File: src/rtl/ioctl_pkg.sv
// Shared types for the HPS ioctl download/upload paths.
package ioctl_pkg;
  localparam int IOCTL_AW = 25;
  localparam int MEM_AW   = 23;

  typedef enum logic [1:0] {IDLE, REQ, WAIT} upl_state_t;

  function automatic logic [7:0] word_byte(input logic [15:0] w, input logic hi);
    return hi ? w[15:8] : w[7:0];
  endfunction
endpackage

File: src/rtl/ioctl_upload_reader_if.sv
// SDRAM port1 toggle req/ack bus as seen by the ioctl upload reader.
interface ioctl_upload_reader_if;
  import ioctl_pkg::*;
  logic              mem_req;
  logic              mem_ack;
  logic [MEM_AW-1:0] mem_a;
  logic [15:0]       mem_q;

  modport master (output mem_req, output mem_a, input mem_ack, input mem_q);
  modport slave  (input mem_req, input mem_a, output mem_ack, output mem_q);
endinterface

File: src/rtl/toggle_sync.sv
// Two-flop synchroniser for a toggle handshake signal; clears to 0 on reset.
module toggle_sync (
  input  logic clk_sys,
  input  logic RESET,
  input  logic d,
  output logic q
);
  logic meta;

  always_ff @(posedge clk_sys) begin
    if (RESET) {q, meta} <= 2'b00;
    else       {q, meta} <= {meta, d};
  end
endmodule

File: src/rtl/ioctl_upload_reader.sv
// Serves ioctl_rd byte reads from SDRAM port1 during an upload session,
// with a one-word cache so the odd byte of a word costs no extra access.
module ioctl_upload_reader
  import ioctl_pkg::*;
#(
  parameter logic [IOCTL_AW-1:0] ADDR_BASE  = 25'h0,
  parameter logic [IOCTL_AW-1:0] ADDR_LIMIT = 25'h10000,
  parameter int                  TIMEOUT    = 255
) (
  input  logic                 clk_sys,
  input  logic                 RESET,
  input  logic                 ioctl_upload,
  input  logic                 ioctl_rd,
  input  logic [IOCTL_AW-1:0]  ioctl_addr,
  output logic [7:0]           ioctl_din,
  output logic                 ioctl_wait,
  ioctl_upload_reader_if.master mem,
  output logic                 busy,
  output logic                 err
);
  localparam int CW = $clog2(TIMEOUT + 1) + 1;

  upl_state_t        state;
  logic              ack_s, upload_d, cache_v, byte_hi, stale;
  logic [MEM_AW-1:0] tag;
  logic [15:0]       cache_w;
  logic [CW-1:0]     cnt;
  logic [MEM_AW:0]   ba;
  logic              upl_rise, hit, over;
  logic [7:0]        hit_byte, rd_byte;

  // Carries above bit 23 are dropped so mem_a wraps at 16 MB.
  assign ba       = (MEM_AW + 1)'(ioctl_addr + ADDR_BASE);
  assign over     = ioctl_addr >= ADDR_LIMIT;
  assign upl_rise = ioctl_upload & ~upload_d;
  assign hit      = cache_v & ~upl_rise & (tag == ba[MEM_AW:1]);
  assign hit_byte = word_byte(cache_w, ba[0]);
  assign rd_byte  = word_byte(mem.mem_q, byte_hi);
  assign busy     = state != IDLE;

  toggle_sync u_ack_sync (
    .clk_sys (clk_sys),
    .RESET   (RESET),
    .d       (mem.mem_ack),
    .q       (ack_s)
  );

  always_ff @(posedge clk_sys) begin
    if (RESET) begin
      state       <= IDLE;
      ioctl_din   <= 8'hFF;
      ioctl_wait  <= 1'b0;
      mem.mem_req <= 1'b0;
      mem.mem_a   <= '0;
      err         <= 1'b0;
      cache_v     <= 1'b0;
      tag         <= '0;
      cache_w     <= '0;
      byte_hi     <= 1'b0;
      stale       <= 1'b0;
      cnt         <= '0;
      upload_d    <= 1'b0;
    end else begin
      upload_d <= ioctl_upload;
      if (upl_rise) begin
        cache_v <= 1'b0;
        err     <= 1'b0;
      end
      case (state)
        IDLE: if (ioctl_rd && ioctl_upload) begin
          if (over)     ioctl_din <= 8'hFF;
          else if (hit) ioctl_din <= hit_byte;
          else begin
            mem.mem_a  <= ba[MEM_AW:1];
            byte_hi    <= ba[0];
            ioctl_wait <= 1'b1;
            state      <= REQ;
          end
        end
        REQ: begin
          cnt   <= '0;
          state <= WAIT;
          // An ack from an aborted fetch is still in flight: drain it first.
          if (mem.mem_req != ack_s) stale <= 1'b1;
          else                      mem.mem_req <= ~mem.mem_req;
        end
        WAIT: begin
          if (mem.mem_req == ack_s) begin
            if (stale) begin
              stale <= 1'b0;
              state <= REQ;
            end else begin
              cache_w    <= mem.mem_q;
              tag        <= mem.mem_a;
              cache_v    <= 1'b1;
              ioctl_din  <= rd_byte;
              ioctl_wait <= 1'b0;
              state      <= IDLE;
            end
          end else if (cnt == CW'(TIMEOUT)) begin
            ioctl_din  <= 8'hFF;
            err        <= 1'b1;
            cache_v    <= 1'b0;
            ioctl_wait <= 1'b0;
            stale      <= 1'b0;
            state      <= IDLE;
          end else begin
            cnt <= cnt + 1'b1;
          end
        end
        default: state <= IDLE;
      endcase
    end
  end
endmodule

File: src/flat_wrapper.sv
// flat-port wrapper written by rule: the top's interface ports become plain ports
module ioctl_upload_reader_flat import ioctl_pkg::*;
#(
  parameter logic [IOCTL_AW-1:0] ADDR_BASE  = 25'h0,
  parameter logic [IOCTL_AW-1:0] ADDR_LIMIT = 25'h10000,
  parameter int                  TIMEOUT    = 255
)
  (clk_sys, RESET, ioctl_upload, ioctl_rd, ioctl_addr, ioctl_din, ioctl_wait, busy, err, mem_mem_req, mem_mem_a, mem_mem_ack, mem_mem_q);
  ioctl_upload_reader_if mem_i ();
  input  logic clk_sys;
  input  logic RESET;
  input  logic ioctl_upload;
  input  logic ioctl_rd;
  input  logic [IOCTL_AW-1:0] ioctl_addr;
  output logic [7:0] ioctl_din;
  output logic ioctl_wait;
  output logic busy;
  output logic err;
  output wire logic [$bits(mem_i.mem_req)-1:0] mem_mem_req;
  output wire logic [$bits(mem_i.mem_a)-1:0] mem_mem_a;
  input wire logic [$bits(mem_i.mem_ack)-1:0] mem_mem_ack;
  input wire logic [$bits(mem_i.mem_q)-1:0] mem_mem_q;
  assign mem_mem_req = mem_i.mem_req;
  assign mem_mem_a = mem_i.mem_a;
  assign mem_i.mem_ack = mem_mem_ack;
  assign mem_i.mem_q = mem_mem_q;
  ioctl_upload_reader #(.ADDR_BASE(ADDR_BASE), .ADDR_LIMIT(ADDR_LIMIT), .TIMEOUT(TIMEOUT)) u_core (.clk_sys(clk_sys), .RESET(RESET), .ioctl_upload(ioctl_upload), .ioctl_rd(ioctl_rd), .ioctl_addr(ioctl_addr), .ioctl_din(ioctl_din), .ioctl_wait(ioctl_wait), .mem(mem_i), .busy(busy), .err(err));
endmodule
File: config.mk
export PLATFORM = sky130hd
export DESIGN_NAME = ioctl_upload_reader_flat
export DESIGN_NICKNAME = d
export VERILOG_FILES = /design/src/rtl/ioctl_pkg.sv /design/src/rtl/ioctl_upload_reader_if.sv /design/src/rtl/toggle_sync.sv /design/src/rtl/ioctl_upload_reader.sv /design/src/flat_wrapper.sv
export SDC_FILE = /design/constraint.sdc
export NUM_CORES = 1
export LEC_CHECK = 0
export BUFFER_PORTS_ARGS = -buffer_cell sky130_fd_sc_hd__buf_2
export CAP_MARGIN = 20
export CORE_ASPECT_RATIO = 1.2
export CORE_MARGIN = 8
export CORE_UTILIZATION = 50
export DETAILED_ROUTE_END_ITERATION = 7
export PLACE_DENSITY = 0.72
export SYNTH_ARGS = -nofsm -noshare
export SYNTH_HDL_FRONTEND = slang
export SYNTH_SLANG_ARGS = --single-unit
File: constraint.sdc
create_clock -name clk_sys -period 4.8 [get_ports clk_sys]
set_input_delay 0.96 -clock clk_sys [delete_from_list [all_inputs] [get_ports clk_sys]]
set_output_delay 0.96 -clock clk_sys [all_outputs]
set_load 0.05 [all_outputs]
Yosys cells after proc, flatten, opt, wreduce, memory -nomap -nowiden:

Index checks and enable logic that the tools add are counted.

* logic and storage cells: 93
* register bits after elaboration: 90
* bits of input ports: 46
* output and inout bits: 35

* add/subtract/negate cells: 1
* muxes and demuxes: 38
* equal/unequal tests: 15
* bitwise gates (word level): 10
* reduce and logical (&&, ||, !) cells: 13
* magnitude comparators: 1

Operator list (number)
* 8-bit 2-to-1 mux: 8
* 25-bit by 17-bit greater-or-equal comparator with 1-bit output (second input constant): 1
* 23-bit == test: 1
* 1-bit 2-to-1 mux: 18
* 9-bit 2-to-1 mux: 2
* 9-bit one-hot mux with 2 select lines: 1
* 8-bit one-hot mux with 2 select lines: 1
* 2-bit 2-to-1 mux: 5
* 9-bit by 1-bit adder with 9-bit output (second input constant): 1
* 9-bit by 8-bit == test with 1-bit output (second input constant): 1
* 3-bit AND reduction: 3
* 2-bit inequality test (second input constant): 4
* 4-bit AND reduction: 2
* 1-bit inverter: 7
* 3-bit by 1-bit inequality test with 1-bit output (second input constant): 2
* 2-bit one-hot mux with 3 select lines: 1
* 6-bit AND reduction: 1
* 2-bit nonzero test: 3
* 5-bit AND reduction: 1
* 2-bit by 1-bit inequality test with 1-bit output (second input constant): 2
* 1-bit one-hot mux with 2 select lines: 2
* 1-bit bitwise AND: 3
* 3-bit inequality test (second input constant): 1
* 2-bit by 1-bit == test with 1-bit output (second input constant): 1
* 6 further kinds: 6

Longest topological paths before layout:

* depth after elaboration: 9
* gate-level depth with buffers: 11
* gate-level depth less buffers: 10

Hierarchy:

A second synthesis with hierarchy kept.

* cell total of the unflattened synthesis: 456
* area total of the unflattened synthesis: 3956.3 µm²

Modules (own cells, without submodules)
* ioctl_upload_reader: cells an instance 452, times used 1, area each 3903.7 µm², sequential area each 1761.7 µm²
* toggle_sync: cells an instance 4, times used 1, area each 52.6 µm², sequential area each 40.0 µm²

Worst setup path after synthesis:

OpenSTA, ideal clock, no wires.

* kind: input to register
* start point: in ioctl_addr[19]
* end point: reg u_core.mem.mem_a[10]
* buffers on the path: 1
* data required time: 4.672 ns
* setup time: 0.128 ns
* arrival: 2.859 ns
* cell stages on the path: 7
* path slack: 1.814 ns
* cell sequence: or4_1 nor4_4 nand2_1 a311oi_4 buf_6 mux2i_1 nor2_1

* longest elaborated chain between the ends: 4
* elaborated cells on any way between the ends: 6
* classes of those cells: order compare (1); eq/ne (1); bitwise (3); reduce/logical (1)

RTL lines
* from (decl): line flat_wrapper.sv:14 `input logic [IOCTL_AW-1:0] ioctl_addr;`
* branches (longest 3 deep; another with 25-bit by 17-bit greater-or-equal comparator with 1-bit output)
* 4-bit AND reduction (no line) (*)
* to (signal assigned): line ioctl_upload_reader.sv:74 `mem.mem_a <= ba[MEM_AW:1];`
* to (decl): line ioctl_upload_reader_if.sv:9 `modport master (output mem_req, output mem_a, input mem_ack, input mem_q);`

Mark *: on every way between the ends.
A chain may end at the register's enable or synchronous reset.

Worst setup path after layout:

* start point: in ioctl_addr[19]
* end point: reg u_core.ioctl_din[1]

* longest elaborated chain between the ends: 4
* elaborated cells on any way between the ends: 8
* classes of those cells: order compare (1); eq/ne (2); mux (3); bitwise (1); reduce/logical (1)

RTL lines
* 25-bit by 17-bit greater-or-equal comparator with 1-bit output / 23-bit == test (equally long branches): line ioctl_upload_reader.sv:34, ioctl_upload_reader.sv:36
* 8-bit 2-to-1 mux / 1-bit bitwise AND (equally long branches): line ioctl_upload_reader.sv:71, ioctl_upload_reader.sv:36
* 8-bit 2-to-1 mux / 3-bit by 1-bit inequality test with 1-bit output (equally long branches)
* 8-bit one-hot mux with 2 select lines / 5-bit AND reduction (equally long branches)
* to (signal assigned): line ioctl_upload_reader.sv:72 `else if (hit) ioctl_din <= hit_byte;`
* to (signal assigned): line ioctl_upload_reader.sv:96 `ioctl_din <= rd_byte;`
* to (decl): line ioctl_upload_reader.sv:15 `output logic [7:0] ioctl_din,`

Parallel ways exist; a longest one is shown, timed or not. The select of a mux whose other input is x is not followed.

==> run summary <==
CTS Buf Count - 9
final core occ - 0.598
Worst setup EP type - flop
Synth Area in Adders - 0.0194
# hold bufs at CTS - 0
Setup TNS Final - 0 ns
placer congestion estimate - 0.796
antenna fix cells - 0
compound-cell area share of the yosys netlist - 0.113
setup bufs post-CTS - 0
Syn Inst Count - 440
worst-path cell chain - buf_2 -> or4_1 -> nor4_4 -> nand2_1 -> a31oi_1 -> nor3_1 -> a211o_1
Max Slew Vio Count - 0
Achievable Freq - 0.349 GHz
mux cell area share after synthesis - 0.0964
post-DP HPWL - 6650 um
first-pass GRT wire length - 15300 um
final global-route overflow total - 0
DR iter-0 viols - 186
Final Hold Fails - 0
number of I/O port buffers - 80
storage element area - 0.00180 sq mm
largest family of logic cells by synthesized area - simple AND/OR/NAND/NOR gates
HP Class - reg2reg
largest net degree at the start of global routing - 44
vias per cell - 5.30
GRT Util Overall - 0.175
predominant post-synthesis flop cell - dfxtp_1
PwrDens - 306 mW/mm^2
syn nets - 492
Initial Utilization - 0.511
Worst EP required - 5.05 ns
Total Power - 0.00138 W
ranking of synthesized cells by area - dfxtp_1 (47%), nand2_1 (9.1%), xnor2_1 (5.7%)
H-tree depth - 3
ANT nets after route - 0
Die Area - 0.0108 sq mm
layout cells sized above 1 - 0.238
Seq/Total Area, Yosys - 0.466
crit path launch type - input pin
area occupied by multi-input gates - 0.00195 sq mm
synth warn - 0
post-synth cell types - 39
slew margin rel. - 0.472
fillers - 705
worst slew pin tran - 0.792 ns
number of enable flip-flop cells after synthesis - 0
clock tree buffer depth - 2
placed inst area - 0.00431 sq mm
routed length per instance - 15.2 um
design area - 0.00453 sq mm
initial antenna violation count - 0
clk slew on worst S/H paths - 0.09 ns
Synth Area per Inst - 8.79 sq um
crit-path max FO - 9
vias in the first global route - 3344
FFs w/ async S/R, synth - 0
result of the run - complete, no violations
simple-gate portion of the synthesized area - 0.208
area leader, netlist - dfxtp_1
Pre-Repair DR Iteration Count - 5
Slowest cell on crit path - a31oi_1
core box area - 0.00758 sq mm
Max Cap Viol - 0
clk root buf - clkbuf_8
layout net count - 563
pre-CTS WS - 1.54 ns
Worst Path Buf+Inv - 1
RSZ-0062 raised after global routing - false
number of remaining DRC errors - 0
CTS tree - done
VDD IR-drop max - 0.000183 V
Final period util - 0.596
r2r setup slk - 2.36 ns
skew final - 0.00909 ns
synthesized flop and latch total - 90
top-area cell type share of the netlist area - 0.466
Final setup viols - 0
area grow syn2layout - 17.0%
Final WS setup - 1.94 ns
Die Y - 112 um
Leak - 1.73 nW
CTS resizes - 0
clk sinks - 90
Critical Path AT - 3.11 ns
Post-Route WL - 9240 um
total number of vias - 3223
die width - 96.3 um
cell family with most CP delay - simple AND/OR/NAND/NOR gates
Skew-Pair Late Insertion Delay - 0.36 ns
I/O Pins - 81
slowest stage delay, CP - 0.59 ns
FP Rows - 35
cell area after synthesis - 0.00387 sq mm
Post-Synth XOR/XNOR Area - 0.0657
minimum clock period - 2.86 ns
Setup CP Type - in2reg
==> worst min-delay path: stages (launching register included) <==
cell and delay [ns]:
dfxtp_1 0.32, nand2_1 0.05, a21oi_1 0.05
==> cells in the final DEF, fill, tap and decap left out, types with 2 or more instances in the layout <==
master | netlist | layout
a22oi_1 | 2 | 2
nand2_1 | 94 | 94
nor3_1 | 9 | 9
ha_1 | 6 | 6
a21oi_1 | 42 | 42
xnor2_1 | 25 | 25
a211o_1 | 8 | 8
dfxtp_1 | 90 | 90
xor2_1 | 4 | 4
mux2_2 | 18 | 18
nand4_1 | 6 | 6
clkinvlp_4 | 0 | 3
inv_1 | 7 | 7
or2_2 | 2 | 2
buf_4 | 0 | 3
clkbuf_8 | 0 | 11
o21ai_0 | 3 | 3
nor2_1 | 36 | 35
o22ai_1 | 8 | 8
and3_1 | 3 | 3
buf_2 | 1 | 80
or3_1 | 2 | 2
nand2b_1 | 2 | 2
nand3_1 | 6 | 6
and2_1 | 9 | 9
a211oi_1 | 3 | 3
mux2i_1 | 17 | 17
nor2b_1 | 4 | 4
==> registers in the layout, indices dropped and copies added (netlist names), 2 cells and up <==
name,count
u_core.cache_w,16
u_core.cnt,9
u_core.ioctl_din,8
u_core.mem.mem_a,23
u_core.state,2
u_core.tag,23
==> final timing paths <==
path,from,endpoint,cells after the start
hold reg to reg,u_core.cache_w[11]$_SDFFE_PP0P_,u_core.cache_w[11]$_SDFFE_PP0P_,2
setup / recovery,ioctl_addr[19],u_core.ioctl_din[1]$_SDFFE_PP1P_,7
setup reg to reg,u_core.cnt[0]$_SDFFE_PP0P_,u_core.ioctl_din[0]$_SDFFE_PP1P_,10
hold / removal,u_core.cache_w[11]$_SDFFE_PP0P_,u_core.cache_w[11]$_SDFFE_PP0P_,2
==> where the power goes <==
group	switching (W)	internal, W
logic	0.0000548	0.0000345
clock network	0.000270	0.000271
registers	0.00000244	0.000751
==> cells by family after synthesis <==
logic type               count (synthesis)
AND/OR/NAND/NOR                        179
flip-flops                              90
multiplexers                            35
XOR/XNOR                                29
adder cells (fa/ha/maj)                  6
buffers and inverters                   30
AO/OA/AOI/OAI                           71
==> area by class of cell <==
cell class	count	share of cell area
clock inverter	5	0.0135
clock buffer	11	0.0334
timing repair buffer	83	0.0934
multi-input combinational	320	0.430
tap	92	0.0254
sequential	90	0.398
inverter	7	0.00580
==> layer usage <==
| layer | GRT usage | share of wire | up-vias |
|---|---|---|---|
| met5 | 0 | 0 | - |
| met4 | 0.0789 | 0.020 | 0 |
| met3 | 0.0347 | 0.048 | 14 |
| met2 | 0.287 | 0.49 | 85 |
| met1 | 0.214 | 0.44 | 1499 |
| li1 | - | - | 1625 |
==> cell usage after synthesis, types with 4 or more instances <==
| cell type | count |
|---|---|
| nor2b_1 | 4 |
| nand3_1 | 6 |
| a211o_1 | 8 |
| xnor2_1 | 25 |
| ha_1 | 6 |
| nor3_1 | 9 |
| a21oi_1 | 42 |
| nor2_1 | 36 |
| and2_1 | 9 |
| o22ai_1 | 8 |
| nand2_1 | 94 |
| inv_1 | 7 |
| xor2_1 | 4 |
| mux2i_1 | 17 |
| mux2_2 | 18 |
| dfxtp_1 | 90 |
| nand4_1 | 6 |
| clkbuf_1 | 20 |
==> through the flow <==
step	std cells	hold WS, ns
6_report	608	0.460
2_1_floorplan	440	0.414
5_1_grt	608	0.476
3_5_place_dp	592	0.436
4_1_cts	608	0.460
3_3_place_gp	592	0.438
No activity file was read; power rests on OpenSTA's default activity.
